$ cat config.mk
export PLATFORM = sky130hd
export DESIGN_NAME = sec_counter_display
export DESIGN_NICKNAME = d
export VERILOG_FILES = /design/src/rtl/sec_counter_display_pkg.sv /design/src/rtl/sec_counter_display_btn_debounce.sv /design/src/rtl/sec_counter_display.sv
export SDC_FILE = /design/constraint.sdc
export NUM_CORES = 1
export LEC_CHECK = 0
export BUFFER_PORTS_ARGS = -buffer_cell sky130_fd_sc_hd__buf_2
export CORE_ASPECT_RATIO = 0.6
export CORE_UTILIZATION = 55
export CTS_CLUSTER_DIAMETER = 80
export DETAILED_ROUTE_END_ITERATION = 10
export PLACE_DENSITY_LB_ADDON = 0.1
export SYNTH_ARGS = -nofsm -noshare
export SYNTH_HDL_FRONTEND = slang
export SYNTH_SLANG_ARGS = --single-unit
$ cat constraint.sdc
create_clock -name clk -period 2.2 [get_ports clk]
set_input_delay 0.22 -clock clk [delete_from_list [all_inputs] [get_ports clk]]
set_output_delay 0.22 -clock clk [all_outputs]
set_load 0.01 [all_outputs]
$ cat src/rtl/sec_counter_display_pkg.sv
// Shared definitions for the seconds counter / display block.
//   - state_t      : control FSM states
//   - SEG_*        : active-low 7-segment patterns, bit order {g,f,e,d,c,b,a}
//   - DIG_W        : bits per BCD digit
//   - NUM_DIGITS   : number of displayed digits
//   - seg_encode() : BCD digit -> segment pattern
//   - bcd_inc()    : 4-digit BCD increment, returns {carry_out, value}
package sec_counter_display_pkg;

    typedef enum logic [1:0] {
        ST_IDLE  = 2'd0,
        ST_RUN   = 2'd1,
        ST_PAUSE = 2'd2
    } state_t;

    localparam int DIG_W      = 4;
    localparam int NUM_DIGITS = 4;

    localparam logic [6:0] SEG_0     = 7'h40;
    localparam logic [6:0] SEG_1     = 7'h79;
    localparam logic [6:0] SEG_2     = 7'h24;
    localparam logic [6:0] SEG_3     = 7'h30;
    localparam logic [6:0] SEG_4     = 7'h19;
    localparam logic [6:0] SEG_5     = 7'h12;
    localparam logic [6:0] SEG_6     = 7'h02;
    localparam logic [6:0] SEG_7     = 7'h78;
    localparam logic [6:0] SEG_8     = 7'h00;
    localparam logic [6:0] SEG_9     = 7'h10;
    localparam logic [6:0] SEG_BLANK = 7'h7F;

    function automatic logic [6:0] seg_encode(input logic [DIG_W-1:0] d);
        logic [6:0] s;
        case (d)
            4'd0:    s = SEG_0;
            4'd1:    s = SEG_1;
            4'd2:    s = SEG_2;
            4'd3:    s = SEG_3;
            4'd4:    s = SEG_4;
            4'd5:    s = SEG_5;
            4'd6:    s = SEG_6;
            4'd7:    s = SEG_7;
            4'd8:    s = SEG_8;
            4'd9:    s = SEG_9;
            default: s = SEG_BLANK;
        endcase
        return s;
    endfunction

    // Ripple carry from d0 upward; a carry out of d3 means 9999 -> 0000.
    function automatic logic [DIG_W*NUM_DIGITS:0] bcd_inc(
        input logic [DIG_W*NUM_DIGITS-1:0] v
    );
        logic [DIG_W*NUM_DIGITS-1:0] r;
        logic                        c;
        r = v;
        c = 1'b1;
        for (int i = 0; i < NUM_DIGITS; i++) begin
            if (c) begin
                if (r[i*DIG_W +: DIG_W] == 4'd9) begin
                    r[i*DIG_W +: DIG_W] = 4'd0;
                end else begin
                    r[i*DIG_W +: DIG_W] = r[i*DIG_W +: DIG_W] + 4'd1;
                    c = 1'b0;
                end
            end
        end
        return {c, r};
    endfunction

endpackage

$ cat src/rtl/sec_counter_display_btn_debounce.sv
// Push-button conditioner: 2-FF synchronizer, then a debounce filter that
// samples only on pulse_filter ticks. The stable level flips after
// DEBOUNCE_N consecutive ticks that disagree with it. press pulses for one
// cycle, aligned with the stable level rising; release produces nothing.
// Ports:
//   clk, rst      clock, synchronous active-high reset
//   pulse_filter  one-cycle debounce sample tick
//   btn_raw       raw asynchronous button level
//   press         one-cycle press event
module sec_counter_display_btn_debounce #(
    parameter int DEBOUNCE_N = 4
) (
    input  logic clk,
    input  logic rst,
    input  logic pulse_filter,
    input  logic btn_raw,
    output logic press
);

    localparam int CW = $clog2(DEBOUNCE_N + 1);

    logic          sync1_q, sync1_d;
    logic          sync2_q, sync2_d;
    logic          stable_q, stable_d;
    logic [CW-1:0] cnt_q, cnt_d;
    logic          press_q, press_d;

    always_comb begin
        sync1_d  = btn_raw;
        sync2_d  = sync1_q;
        stable_d = stable_q;
        cnt_d    = cnt_q;
        press_d  = 1'b0;
        if (pulse_filter) begin
            if (sync2_q != stable_q) begin
                if (cnt_q + 1'b1 == CW'(DEBOUNCE_N)) begin
                    stable_d = ~stable_q;
                    cnt_d    = '0;
                    press_d  = ~stable_q;   // only the 0->1 flip is an event
                end else begin
                    cnt_d = cnt_q + 1'b1;
                end
            end else begin
                cnt_d = '0;
            end
        end
    end

    always_ff @(posedge clk) begin
        if (rst) begin
            sync1_q  <= 1'b0;
            sync2_q  <= 1'b0;
            stable_q <= 1'b0;
            cnt_q    <= '0;
            press_q  <= 1'b0;
        end else begin
            sync1_q  <= sync1_d;
            sync2_q  <= sync2_d;
            stable_q <= stable_d;
            cnt_q    <= cnt_d;
            press_q  <= press_d;
        end
    end

    assign press = press_q;

endmodule

$ cat src/rtl/sec_counter_display.sv
// 4-digit BCD seconds counter with start/stop and clear buttons and a
// multiplexed active-low 7-segment display.
// Ports:
//   clk, rst       clock, synchronous active-high reset
//   pulse_1s       count strobe (counts only in RUN)
//   pulse_filter   debounce sample tick
//   dig_sel        digit being displayed this cycle, 0 = ones
//   btn_start      raw start/stop button
//   btn_clr        raw clear button
//   seg, dp, an    registered display drive, all active-low
//   count_bcd      {d3,d2,d1,d0}
//   running        registered (state == RUN)
//   wrap           one-cycle pulse on 9999 -> 0000
module sec_counter_display
    import sec_counter_display_pkg::*;
#(
    parameter int DEBOUNCE_N    = 4,
    parameter bit BLANK_LEADING = 1'b1
) (
    input  logic        clk,
    input  logic        rst,
    input  logic        pulse_1s,
    input  logic        pulse_filter,
    input  logic [1:0]  dig_sel,
    input  logic        btn_start,
    input  logic        btn_clr,
    output logic [6:0]  seg,
    output logic        dp,
    output logic [3:0]  an,
    output logic [15:0] count_bcd,
    output logic        running,
    output logic        wrap
);

    logic start_press, clr_press;

    sec_counter_display_btn_debounce #(.DEBOUNCE_N(DEBOUNCE_N)) u_db_start (
        .clk          (clk),
        .rst          (rst),
        .pulse_filter (pulse_filter),
        .btn_raw      (btn_start),
        .press        (start_press)
    );

    sec_counter_display_btn_debounce #(.DEBOUNCE_N(DEBOUNCE_N)) u_db_clr (
        .clk          (clk),
        .rst          (rst),
        .pulse_filter (pulse_filter),
        .btn_raw      (btn_clr),
        .press        (clr_press)
    );

    state_t      state_q, state_d;
    logic [15:0] count_q, count_d;
    logic        wrap_q, wrap_d;
    logic        running_q, running_d;
    logic [6:0]  seg_q, seg_d;
    logic        dp_q, dp_d;
    logic [3:0]  an_q, an_d;

    // Control and counting. Clear beats everything; in RUN the increment
    // is evaluated independently of a start press so both take effect.
    always_comb begin
        state_d = state_q;
        count_d = count_q;
        wrap_d  = 1'b0;
        if (clr_press) begin
            state_d = ST_IDLE;
            count_d = '0;
        end else begin
            case (state_q)
                ST_IDLE: begin
                    if (start_press) state_d = ST_RUN;
                end
                ST_RUN: begin
                    if (pulse_1s) {wrap_d, count_d} = bcd_inc(count_q);
                    if (start_press) state_d = ST_PAUSE;
                end
                ST_PAUSE: begin
                    if (start_press) state_d = ST_RUN;
                end
                default: state_d = ST_IDLE;
            endcase
        end
        running_d = (state_d == ST_RUN);
    end

    // Display path, one register stage from dig_sel/count.
    logic [15:0] upper;   // selected digit and everything above it
    logic [3:0]  digit;

    always_comb begin
        upper = count_q >> {dig_sel, 2'b00};
        digit = upper[DIG_W-1:0];
        an_d  = ~(4'b0001 << dig_sel);
        if (BLANK_LEADING && (dig_sel != 2'd0) && (upper == 16'h0000))
            seg_d = SEG_BLANK;
        else
            seg_d = seg_encode(digit);
        dp_d = ~((dig_sel == 2'd0) && (state_q == ST_PAUSE));
    end

    always_ff @(posedge clk) begin
        if (rst) begin
            state_q   <= ST_IDLE;
            count_q   <= '0;
            wrap_q    <= 1'b0;
            running_q <= 1'b0;
            seg_q     <= SEG_BLANK;
            dp_q      <= 1'b1;
            an_q      <= 4'hF;
        end else begin
            state_q   <= state_d;
            count_q   <= count_d;
            wrap_q    <= wrap_d;
            running_q <= running_d;
            seg_q     <= seg_d;
            dp_q      <= dp_d;
            an_q      <= an_d;
        end
    end

    assign seg       = seg_q;
    assign dp        = dp_q;
    assign an        = an_q;
    assign count_bcd = count_q;
    assign running   = running_q;
    assign wrap      = wrap_q;

endmodule

Yosys cells after proc, flatten, opt, wreduce, memory -nomap -nowiden:

Memory sizes are Yosys's and may differ from the RTL's. A register that Yosys moved wholly into a read port is not among the register bits.
Index checks and enable logic that the tools add are counted.
W data, S select, Z words.

* add/sub/neg operators: 6
* eq/ne operators: 11
* shift operators: 2
* multiplexer cells: 27
* bitwise gates (word level): 12
* reduce and logical (&&, ||, !) cells: 18

Operators with widths (number)
* $add A4 B1 Y4 const B: 4
* $eq A4 B4 Y1 const B: 4
* $logic_not A16 Y1: 1
* $mux W4: 4
* $shr A16 B4 Y16: 1
* $mux W1: 15
* $reduce_and A3 Y1: 5
* $mux W3: 4
* $not A1 Y1: 11
* $reduce_or A4 Y1: 2
* $add A3 B1 Y3 const B: 2
* $eq A3 B3 Y1 const B: 2
* $mux W2: 3
* $reduce_or A2 Y1: 3
* $reduce_or A5 Y1: 1
* $eq A2 B1 Y1 const B: 2
* $logic_not A2 Y1: 2
* $not A4 Y4: 1
* $pmux W2 S2: 1
* $shl A1 B2 Y4 const A: 1
* $eq A2 B2 Y1 const B: 1
* $logic_and A1 B1 Y1: 2
* $ne A1 B1 Y1: 2
* $reduce_and A2 Y1: 1
* $reduce_bool A2 Y1: 1

* register bits after elaboration: 39
* ROM bits: 112
* input port bits: 8
* output and inout bits: 30
* logic and storage cells: 96
* memories: 1

Memory list
* (name not given): words 16, width 7, read ports 1, clocked after memory_dff 1, write ports 0, RTL line sec_counter_display_pkg.sv:33 `case (d)`

Longest topological paths before layout:

Gate-level depths: netlist of the first run.

* depth after elaboration: 15
* gate-level depth with buffers: 7
* gate-level depth less buffers: 6

Hierarchy:

A second synthesis of the first run with hierarchy kept.

* cell total of the unflattened synthesis: 240
* area total of the unflattened synthesis: 2280.9 um2

Modules (own cells, without submodules)
* sec_counter_display: times used 1, cells each 176, area an instance 1626.6 um2, sequential area each 640.6 um2
* sec_counter_display_btn_debounce (u_db_clr): times used 1, cells each 32, area an instance 329.1 um2, sequential area each 140.1 um2
* sec_counter_display_btn_debounce (u_db_start): times used 1, cells each 32, area an instance 325.3 um2, sequential area each 140.1 um2

Least setup slack after synthesis of the first run:

No wires, ideal clock.

* path kind: reg-to-reg
* from: reg count_q[9] (netlist: count_bcd[9])
* to: reg seg_q[6] (netlist: seg[6])
* library setup time: 0.079 ns
* arrival: 1.810 ns
* required time: 2.121 ns
* setup slack: 0.311 ns
* cell stages (with the launch flop): 8
* path buffers: 1
* clock period less this slack: 1.889 ns
* cells stage by stage: dfxtp_1 clkbuf_2 mux4_1 inv_1 ha_1 nor4b_1 o21ai_1 o211ai_1

* longest elaborated chain between the ends: 4

RTL lines
* start: declaration: RTL line sec_counter_display.sv:54 `logic [15:0] count_q, count_d;`
* start signal: assignment: RTL line sec_counter_display.sv:114 `count_q <= count_d;`
* $shr A16 B4 Y16 *: RTL line sec_counter_display.sv:93 `upper = count_q >> {dig_sel, 2'b00};`
* $logic_not A16 Y1: RTL line sec_counter_display.sv:96 `if (BLANK_LEADING && (dig_sel != 2'd0) && (upper == 16'h0000))`
* $logic_and A1 B1 Y1: RTL line sec_counter_display.sv:96
* $reduce_or A2 Y1 (no source line)
* end: declaration: RTL line sec_counter_display.sv:57 `logic [6:0] seg_q, seg_d;`

Every way passes the cells marked *; elsewhere a longest branch is shown, timed or not.
A chain may end at the register's enable or synchronous reset.

Worst setup path after layout of the first run:

* from: reg count_q[5] (netlist: count_bcd[5])
* to: reg seg_q[6] (netlist: seg[6])

The elaborated chain is that of the path after synthesis.

==> flow_summary.json, run 1 <==
{
  "status": "completed",
  "cts_sinks": 46,
  "worstSkewPairLatency_ps": 300,
  "fmax_ghz": 0.493,
  "grt_pass1_wl_um": 7410,
  "die_x_um": 83.7,
  "dpl.hpwl_um": 3160,
  "combPwrFrac_pct": 4.4,
  "pin_count": 38,
  "finalSetupViolCount": 0,
  "routed_via_density": 5.38,
  "postCtsSetupRepairBufs": 0,
  "insertedDiodeCount": 0,
  "synth_area_leaders": "dfxtp_1, ha_1, nor2_1",
  "synth.distinct_cells": 47,
  "core-area_mm2": 0.00374,
  "worstPathMaxFanout": 9,
  "nFillCells": 314,
  "rsz0062_at_grt": "no",
  "hold_viol": 0,
  "ir_drop_uv": 480,
  "ys_seq_elements": 46,
  "cp.arrival_ps": 2250,
  "start_kind": "register",
  "synth_edf_count": 0,
  "dr_wl_met2_um": 1790,
  "grt-ovfl-total": 0,
  "routed_wl_um": 4430,
  "drc_errors": 0,
  "drt-initial-drc-count": 83,
  "syn_avg_cell_area_um2": 9.22,
  "worstMarginPinSlew_ps": 536,
  "p_sw_share_pct": 21.4,
  "required_ps": 2430,
  "syn_area_mm2": 0.00220,
  "dr.pass1.iters": 4,
  "finalMaxSlewViolations": 0,
  "worstSetupEndpointType": "register",
  "drt.antenna.violating_nets": 0,
  "hold_path_class": "primary input to register",
  "top_layer": "met4",
  "numCtsBuffers": 5,
  "rows": 17,
  "cts_tree": "built",
  "yosysTopAreaCell": "dfxtp_1",
  "worst-path-buf-inv": 1,
  "grt_pass1_vias": 1571,
  "path_cells": "mux4_1, inv_1, ha_1, nor4b_1, o21ai_2, o211ai_1",
  "ys.warnings.count": 0,
  "fin_crit_ps": 2030,
  "clk_pin_slew_ps": 80,
  "critical-path-slowest-cell": "mux4_1",
  "critPathKind": "register to register",
  "clockBufferDepth": 2,
  "ys_seq_area_share_pct": 41.8,
  "powerDensity_mw_per_mm2": 609,
  "leakage_uw": 0.00108,
  "wl_met1_um": 2240,
  "power_switching_uw": 329,
  "setup_tns_ps": 0,
  "portBuffers": 37,
  "syn-num-nets": 256,
  "grt_antenna_before_repair": 0,
  "maxCapViolations": 0,
  "htreeDepth": 2,
  "gr-usage-all-layers_pct": 22.6,
  "gp_congestion": 0.807,
  "slew_headroom_pct": 63.3,
  "finClkSkew_ps": 4.87,
  "netlist_instances": 239,
  "grt_max_degree": 21,
  "internal_power_uw": 1210,
  "ys_dominant_reg_cell": "dfxtp_1",
  "cp_top_family": "multiplexers",
  "slowest_delay_ps": 650,
  "die_y_um": 51.0,
  "netlist.area_leader.share_pct": 41.8,
  "die_area_mm2": 0.00427,
  "dr_wl_met3_um": 334,
  "seqPwrFrac_pct": 55.3,
  "postSynth.asyncResetShare_pct": 0,
  "drive_gt1_share_pct": 22.3,
  "layout.nets": 294,
  "pwr-share-clk_pct": 40.3,
  "holdWs_ps": 126,
  "finalCritPeriodShare_pct": 92.2,
  "start_util_pct": 58.9,
  "syn_to_final_growth_pct": 14.4,
  "num_vias": 1748,
  "wl_per_cell_um": 13.6,
  "clock-root-buffer": "clkbuf_8"
}
[registers in the layout, summed over array words and instances, names as in the netlist, 2 cells and up]
register / flops
an: 4
count_bcd: 16
seg: 7
state_q: 2
u_db_clr.cnt_q: 3
u_db_start.cnt_q: 3
[through the flow]
stage          util (%)  std cells  worst slack (ps)  cell area (um^2)  power [uW]
2_1_floorplan         -        239               311              2200         911
3_3_place_gp       64.3        317               256              2410         934
3_5_place_dp       64.3        317               183              2410         936
4_1_cts            67.2        325               143              2520        1550
5_1_grt            67.3        325              17.9              2520        1600
6_report           67.3        325               172              2520        1530
[final cells by class]
cell class                 count  area, um^2  area share (%)
clock buffer                   5        68.8            2.73
clock inverter                 3        40.0            1.59
inverter                       8        30.0            1.19
multi-input combinational    176        1190            47.4
sequential                    46         921            36.5
tap                           47        58.8            2.33
timing repair buffer          40         208            8.24
[power by group through the flow]
stage	sequential (uW)	combinational, uW	clock (uW)
4_1_cts	849	66.9	632
3_5_place_dp	869	66.6	0
3_3_place_gp	869	65.1	0
2_1_floorplan	875	36.1	0
5_1_grt	851	73.9	674
6_report	849	67.1	618
[per-layer routing]
layer / global-route usage, % / vias up
met5: 0 / -
met4: 8.76 / 0
met3: 7.27 / 5
met2: 32.9 / 57
met1: 31.3 / 783
li1: - / 903
[layout by cell type (no fill, tap or decap), types with 7 or more instances in the layout]
cell type  Yosys  final
dfxtp_1       46     46
buf_2          2     37
nor2_1        28     28
nand2_1       24     24
a21oi_1       14     14
nor2b_1        9      9
o21ai_0        9      9
ha_1           9      9
inv_1          8      8
xor2_1         8      8
mux2i_1        7      7
[path summary, 6_finish.rpt]
kind / start / end / slack (ps) / depth (start not counted)
setup / recovery: count_bcd[5] / seg[6] / 170 / 6
hold / removal: btn_start / u_db_start.sync1_q / 130 / 2
setup reg to reg: count_bcd[5] / seg[6] / 170 / 6
hold reg to reg: u_db_start.sync1_q / u_db_start.sync2_q / 440 / 1
[logic make-up (layout without fill, tap and decap cells)]
kind of cell | count (synthesis) | after routing | synth area share [%]
flip-flops | 46 | 46 | 41.8
AO/OA/AOI/OAI | 33 | 33 | 8.35
buffers and inverters | 17 | 56 | 4.15
AND/OR/NAND/NOR | 109 | 109 | 28.1
multiplexers | 11 | 11 | 6.93
XOR/XNOR | 14 | 14 | 5.57
adder cells (fa/ha/maj) | 9 | 9 | 5.11
[what timing repair did]
| item | in CTS | in global routing |
|---|---|---|
| resized for setup | 0 | 1 |
| hold buffers | 0 | 0 |
| endpoints found under the setup margin | 0 | 4 |
[Yosys cell counts, types with 2 or more instances]
master	number
nor3_1	5
ha_1	9
nand2_1	24
nand3b_1	4
clkbuf_8	2
nand4bb_1	2
inv_1	8
o22ai_1	2
nand4_1	2
xor2_1	8
nand2b_1	4
nor3b_1	4
nor2_1	28
nand3_1	6
clkbuf_1	3
or2_2	2
mux4_2	2
xnor2_1	6
o211ai_1	2
nor4_1	5
a31oi_1	2
dfxtp_1	46
nor2b_1	9
o21ai_0	9
or3_1	2
or3b_2	2
buf_2	2
mux2i_1	7
a21oi_1	14
(Power assumes the default switching activity.)
==> run 2: changes to the inputs <==
- HOLD_SLACK_MARGIN: default -> 0.15
==> run 2 against run 1 <==
Compared with the run above:
- clock-buffer cell count did not move
- core utilization increased by 0.53 points
- register-to-register slack about the same
==> flow_summary.json, run 2 (synthesis results as in run 1) <==
{
  "start_kind": "register",
  "gr-usage-all-layers_pct": 22.8,
  "grt_pass1_vias": 1584,
  "final_common_cell": "dfxtp_1",
  "core-area_mm2": 0.00374,
  "ir_drop_uv": 483,
  "numCtsBuffers": 5,
  "worstSetupEndpointType": "register",
  "die_y_um": 51.0,
  "setup_slack_ps": 167,
  "gp_congestion": 0.807,
  "finalSetupViolCount": 0,
  "routed_via_density": 5.38,
  "dr_wl_met2_um": 1820,
  "die_x_um": 83.7,
  "maxCapViolations": 0,
  "setup_tns_ps": 0,
  "grt_max_degree": 21,
  "grt_pass1_wl_um": 7490,
  "slowest_delay_ps": 650,
  "clockBufferDepth": 2,
  "place_worst_setup_slack_ps": 183,
  "placed_area_mm2": 0.00241,
  "hold_viol": 0,
  "finalCritPeriodShare_pct": 92.4,
  "clk_pin_slew_ps": 90,
  "finClkSkew_ps": 7.50,
  "cts_sinks": 46,
  "worstPathMaxFanout": 9,
  "drive_gt1_share_pct": 22.1,
  "clock-root-buffer": "clkbuf_8",
  "drc_errors": 0,
  "fin_crit_ps": 2030,
  "dr.pass1.iters": 4,
  "final_cell_mix": "dfxtp_1, buf_2, nor2_1",
  "htreeDepth": 2,
  "start_util_pct": 58.9,
  "finalMaxSlewViolations": 0,
  "drt-initial-drc-count": 68,
  "dpl.hpwl_um": 3160,
  "routed_wl_um": 4490,
  "top_layer": "met4",
  "insertedDiodeCount": 0,
  "leakage_uw": 0.00108,
  "dr_wl_met3_um": 327,
  "grt_antenna_before_repair": 0,
  "largest_register_ffs": 16,
  "required_ps": 2430,
  "holdWs_ps": 241,
  "rsz0062_at_grt": "no",
  "layout.nets": 296,
  "fmax_ghz": 0.492,
  "drt.antenna.violating_nets": 0,
  "slew_headroom_pct": 62.9,
  "wl_per_cell_um": 13.7,
  "worstSkewPairLatency_ps": 300,
  "die_area_mm2": 0.00427,
  "path_cells": "mux4_1, inv_1, ha_1, nor4b_1, o21ai_2, o211ai_1",
  "critPathKind": "register to register",
  "hold_path_class": "primary input to register",
  "syn_to_final_growth_pct": 15.3,
  "cp.arrival_ps": 2260,
  "grt-ovfl-total": 0,
  "pin_count": 38,
  "powerDensity_mw_per_mm2": 606,
  "num_vias": 1758,
  "wl_met1_um": 2280,
  "portBuffers": 37,
  "worstMarginPinSlew_ps": 541,
  "critical-path-slowest-cell": "mux4_1",
  "cts_tree": "built",
  "status": "completed",
  "rows": 17,
  "fin_area_mm2": 0.00254
}
run 2: cell count changes in the layout (fill, tap and decap cells not counted), sizes merged:
cell / change
dlygate4sd3: +2
run 2: final timing paths:
kind | slack [ps] | start | to | cells past startpoint
worst max-delay path | 170 | count_bcd[5] | seg[6] | 6
worst min-delay path | 240 | dig_sel[1] | an[3] | 2
worst max register to register | 170 | count_bcd[5] | seg[6] | 6
worst min register to register | 440 | u_db_start.sync1_q | u_db_start.sync2_q | 1
run 2: timing repair:
| item | CTS | global route |
|---|---|---|
| endpoints found under the setup margin | 0 | 4 |
| hold buffers | 2 | 0 |
| endpoints found under the hold margin | 2 | 0 |
| setup buffers | 0 | 0 |
| gates resized for setup | 0 | 1 |
run 2: area by class of cell:
class                      count  area [um^2]
clock buffer                   5         68.8
clock inverter                 3         40.0
fill                         314         1200
inverter                       8         30.0
multi-input combinational    176         1190
sequential                    46          921
tap                           47         58.8
timing repair buffer          42          228
run 2: metrics by stage:
step,total power [uW],std cells,util (%)
6_report,1540,327,67.9
5_1_grt,1600,327,67.9
4_1_cts,1550,327,67.8
3_5_place_dp,936,317,64.3
3_3_place_gp,934,317,64.3
2_1_floorplan,911,239,-
run 2: worst max-delay path, delay by kind of cell (launching register included):
family	cells	cell delay, ps
compound gates	2	280
fa+ha+maj	1	170
buf+inv	1	170
flops	1	390
mux	1	650
simple gates	1	300
run 2: power by group:
part           internal, uW  total, uW  switching, uW
registers               846        849           3.47
logic                  27.8       70.2           42.4
clock network           335        619            285
total                  1210       1540            331
run 2: routing by layer:
layer | GRT usage, % | up-vias
met5 | 0 | -
met4 | 8.76 | 0
met3 | 7.27 | 5
met2 | 33.5 | 62
met1 | 31.5 | 785
li1 | - | 906
==> run 3: changes to the inputs <==
- CORE_UTILIZATION: 55 -> 50
- PLACE_DENSITY_LB_ADDON: 0.1 -> 0.08
- clock period: 2.2 -> 1.8 ns (I/O delays scaled with it)
==> run 3 against run 2 <==
Compared with the run above:
- sequential share of layout area decreased by 1.7 points
- register-to-register slack got worse by 50 ps
- power up 15%
- routed wire length is 1.6% higher
- sequential cell count unchanged
- global-route usage shrank 1.5 points
- critical path type unchanged
- final cell count is 8.9% higher
- hold slack worse by 36 ps
- clock skew is 2.9 ps lower
==> flow_summary.json, run 3 (synthesis results as in run 1) <==
{
  "status": "completed",
  "start_kind": "register",
  "rsz0062_at_grt": "no",
  "final_cell_mix": "dfxtp_1, buf_2, nor2_1",
  "maxCapViolations": 0,
  "core-area_mm2": 0.00417,
  "dpl.hpwl_um": 3420,
  "wl_per_cell_um": 12.8,
  "worstSetupEndpointType": "register",
  "fmax_ghz": 0.594,
  "numCtsBuffers": 5,
  "die_x_um": 87.7,
  "critPathKind": "register to register",
  "pin_count": 38,
  "largest_register_ffs": 16,
  "grt_pass1_vias": 1518,
  "htreeDepth": 2,
  "required_ps": 2020,
  "dr.pass1.iters": 4,
  "finalSetupViolCount": 0,
  "grt_max_degree": 21,
  "grt_pass1_wl_um": 7330,
  "worst-path-buf-inv": 1,
  "insertedDiodeCount": 0,
  "layout.nets": 312,
  "worstPathMaxFanout": 7,
  "grt-ovfl-total": 0,
  "drive_gt1_share_pct": 26.4,
  "fin_crit_ps": 1680,
  "cts_tree": "built",
  "die_area_mm2": 0.00468,
  "slew_headroom_pct": 71.4,
  "finalCritPeriodShare_pct": 93.5,
  "cp_top_family": "multiplexers",
  "syn_to_final_growth_pct": 21.1,
  "routed_via_density": 5.09,
  "placed_area_mm2": 0.00253,
  "grt_antenna_before_repair": 0,
  "hold_viol": 0,
  "leakage_uw": 0.00115,
  "hold_path_class": "primary input to register",
  "nFillCells": 338,
  "num_vias": 1812,
  "clock-root-buffer": "clkbuf_8",
  "die_y_um": 53.4,
  "ir_drop_uv": 452,
  "powerDensity_mw_per_mm2": 665,
  "worstSkewPairLatency_ps": 300,
  "clockBufferDepth": 2,
  "gr-usage-all-layers_pct": 21.4,
  "finalMaxSlewViolations": 0,
  "holdWs_ps": 205,
  "multi_input_area_mm2": 0.00120,
  "cp.arrival_ps": 1910,
  "fin_area_mm2": 0.00267,
  "clk_pin_slew_ps": 80,
  "routed_wl_um": 4560,
  "path_cells": "mux4_2, inv_1, ha_1, nor4b_2, o21ai_2, o211ai_1",
  "drc_errors": 0,
  "drt-initial-drc-count": 68,
  "critical-path-slowest-cell": "mux4_2",
  "regArea_um2": 921,
  "postCtsSetupRepairBufs": 0,
  "gp_congestion": 0.765,
  "finClkSkew_ps": 4.64,
  "cts_sinks": 46,
  "portBuffers": 37,
  "slowest_delay_ps": 510,
  "worstMarginPinSlew_ps": 429,
  "rows": 18,
  "utilization_pct": 64.0,
  "drt.antenna.violating_nets": 0,
  "final_common_cell": "dfxtp_1",
  "start_util_pct": 52.9
}
==> run 3: changes by cell type in the layout (fill, tap and decap cells not counted), sizes merged <==
cell / before / now
bufinv: 1 / 0
dlygate4sd3: 2 / 4
clkbuf: 5 / 7
buf: 40 / 54
clkinv: 2 / 1
==> run 3: final timing paths <==
| kind | start | to | slack (ps) | cells past startpoint |
|---|---|---|---|---|
| max | count_bcd[4] | seg[6] | 120 | 6 |
| min | dig_sel[0] | an[2] | 200 | 2 |
| max reg2reg | count_bcd[4] | seg[6] | 120 | 6 |
| min reg2reg | u_db_clr.sync1_q | u_db_clr.sync2_q | 450 | 1 |
==> run 3: final cells by class <==
class / instances / area share [%]
multi-input cells: 176 / 44.9
flip-flops and latches: 46 / 34.5
clock buffers: 7 / 3.24
inverters: 8 / 1.13
well taps: 60 / 2.81
repair buffers: 58 / 13.2
clock inverters: 1 / 0.188
==> run 3: stage by stage <==
step	cells	total power, uW	setup slack, ps	TNS, ps
2_1_floorplan	239	1110	24.1	0
6_report	356	1770	117	0
4_1_cts	356	1790	93.4	0
5_1_grt	356	1850	5.55	0
3_3_place_gp	344	1150	1.12	0
3_5_place_dp	344	1150	-31.4	-88.9
==> run 3: timing repair <==
| item | 4_1_cts | 5_1_grt |
|---|---|---|
| pin swaps | 0 | 1 |
| hold endpoints to repair | 3 | 0 |
| hold buffers | 4 | 0 |
| setup endpoints to repair | 1 | 4 |
| gates resized for setup | 1 | 0 |
==> run 3: worst reg2reg max path: cells and delay by family, from the launching register on <==
family,cells,cell delay [ps]
mux,1,510
flops,1,350
compound gates,2,240
simple gates,1,210
fa+ha+maj,1,160
buf+inv,1,130
==> run 3: power by group <==
group          internal [uW]  switching, uW
Clock                    310            335
Sequential              1030           4.96
Combinational           39.6           51.4
==> run 3: routing by layer <==
layer	global-route usage, %	vias to the layer above	part of all wire (%)
met5	0	-	0
met4	7.38	0	1.2
met3	6.08	8	6.4
met2	27.5	47	37
met1	32.5	822	55
li1	-	935	-
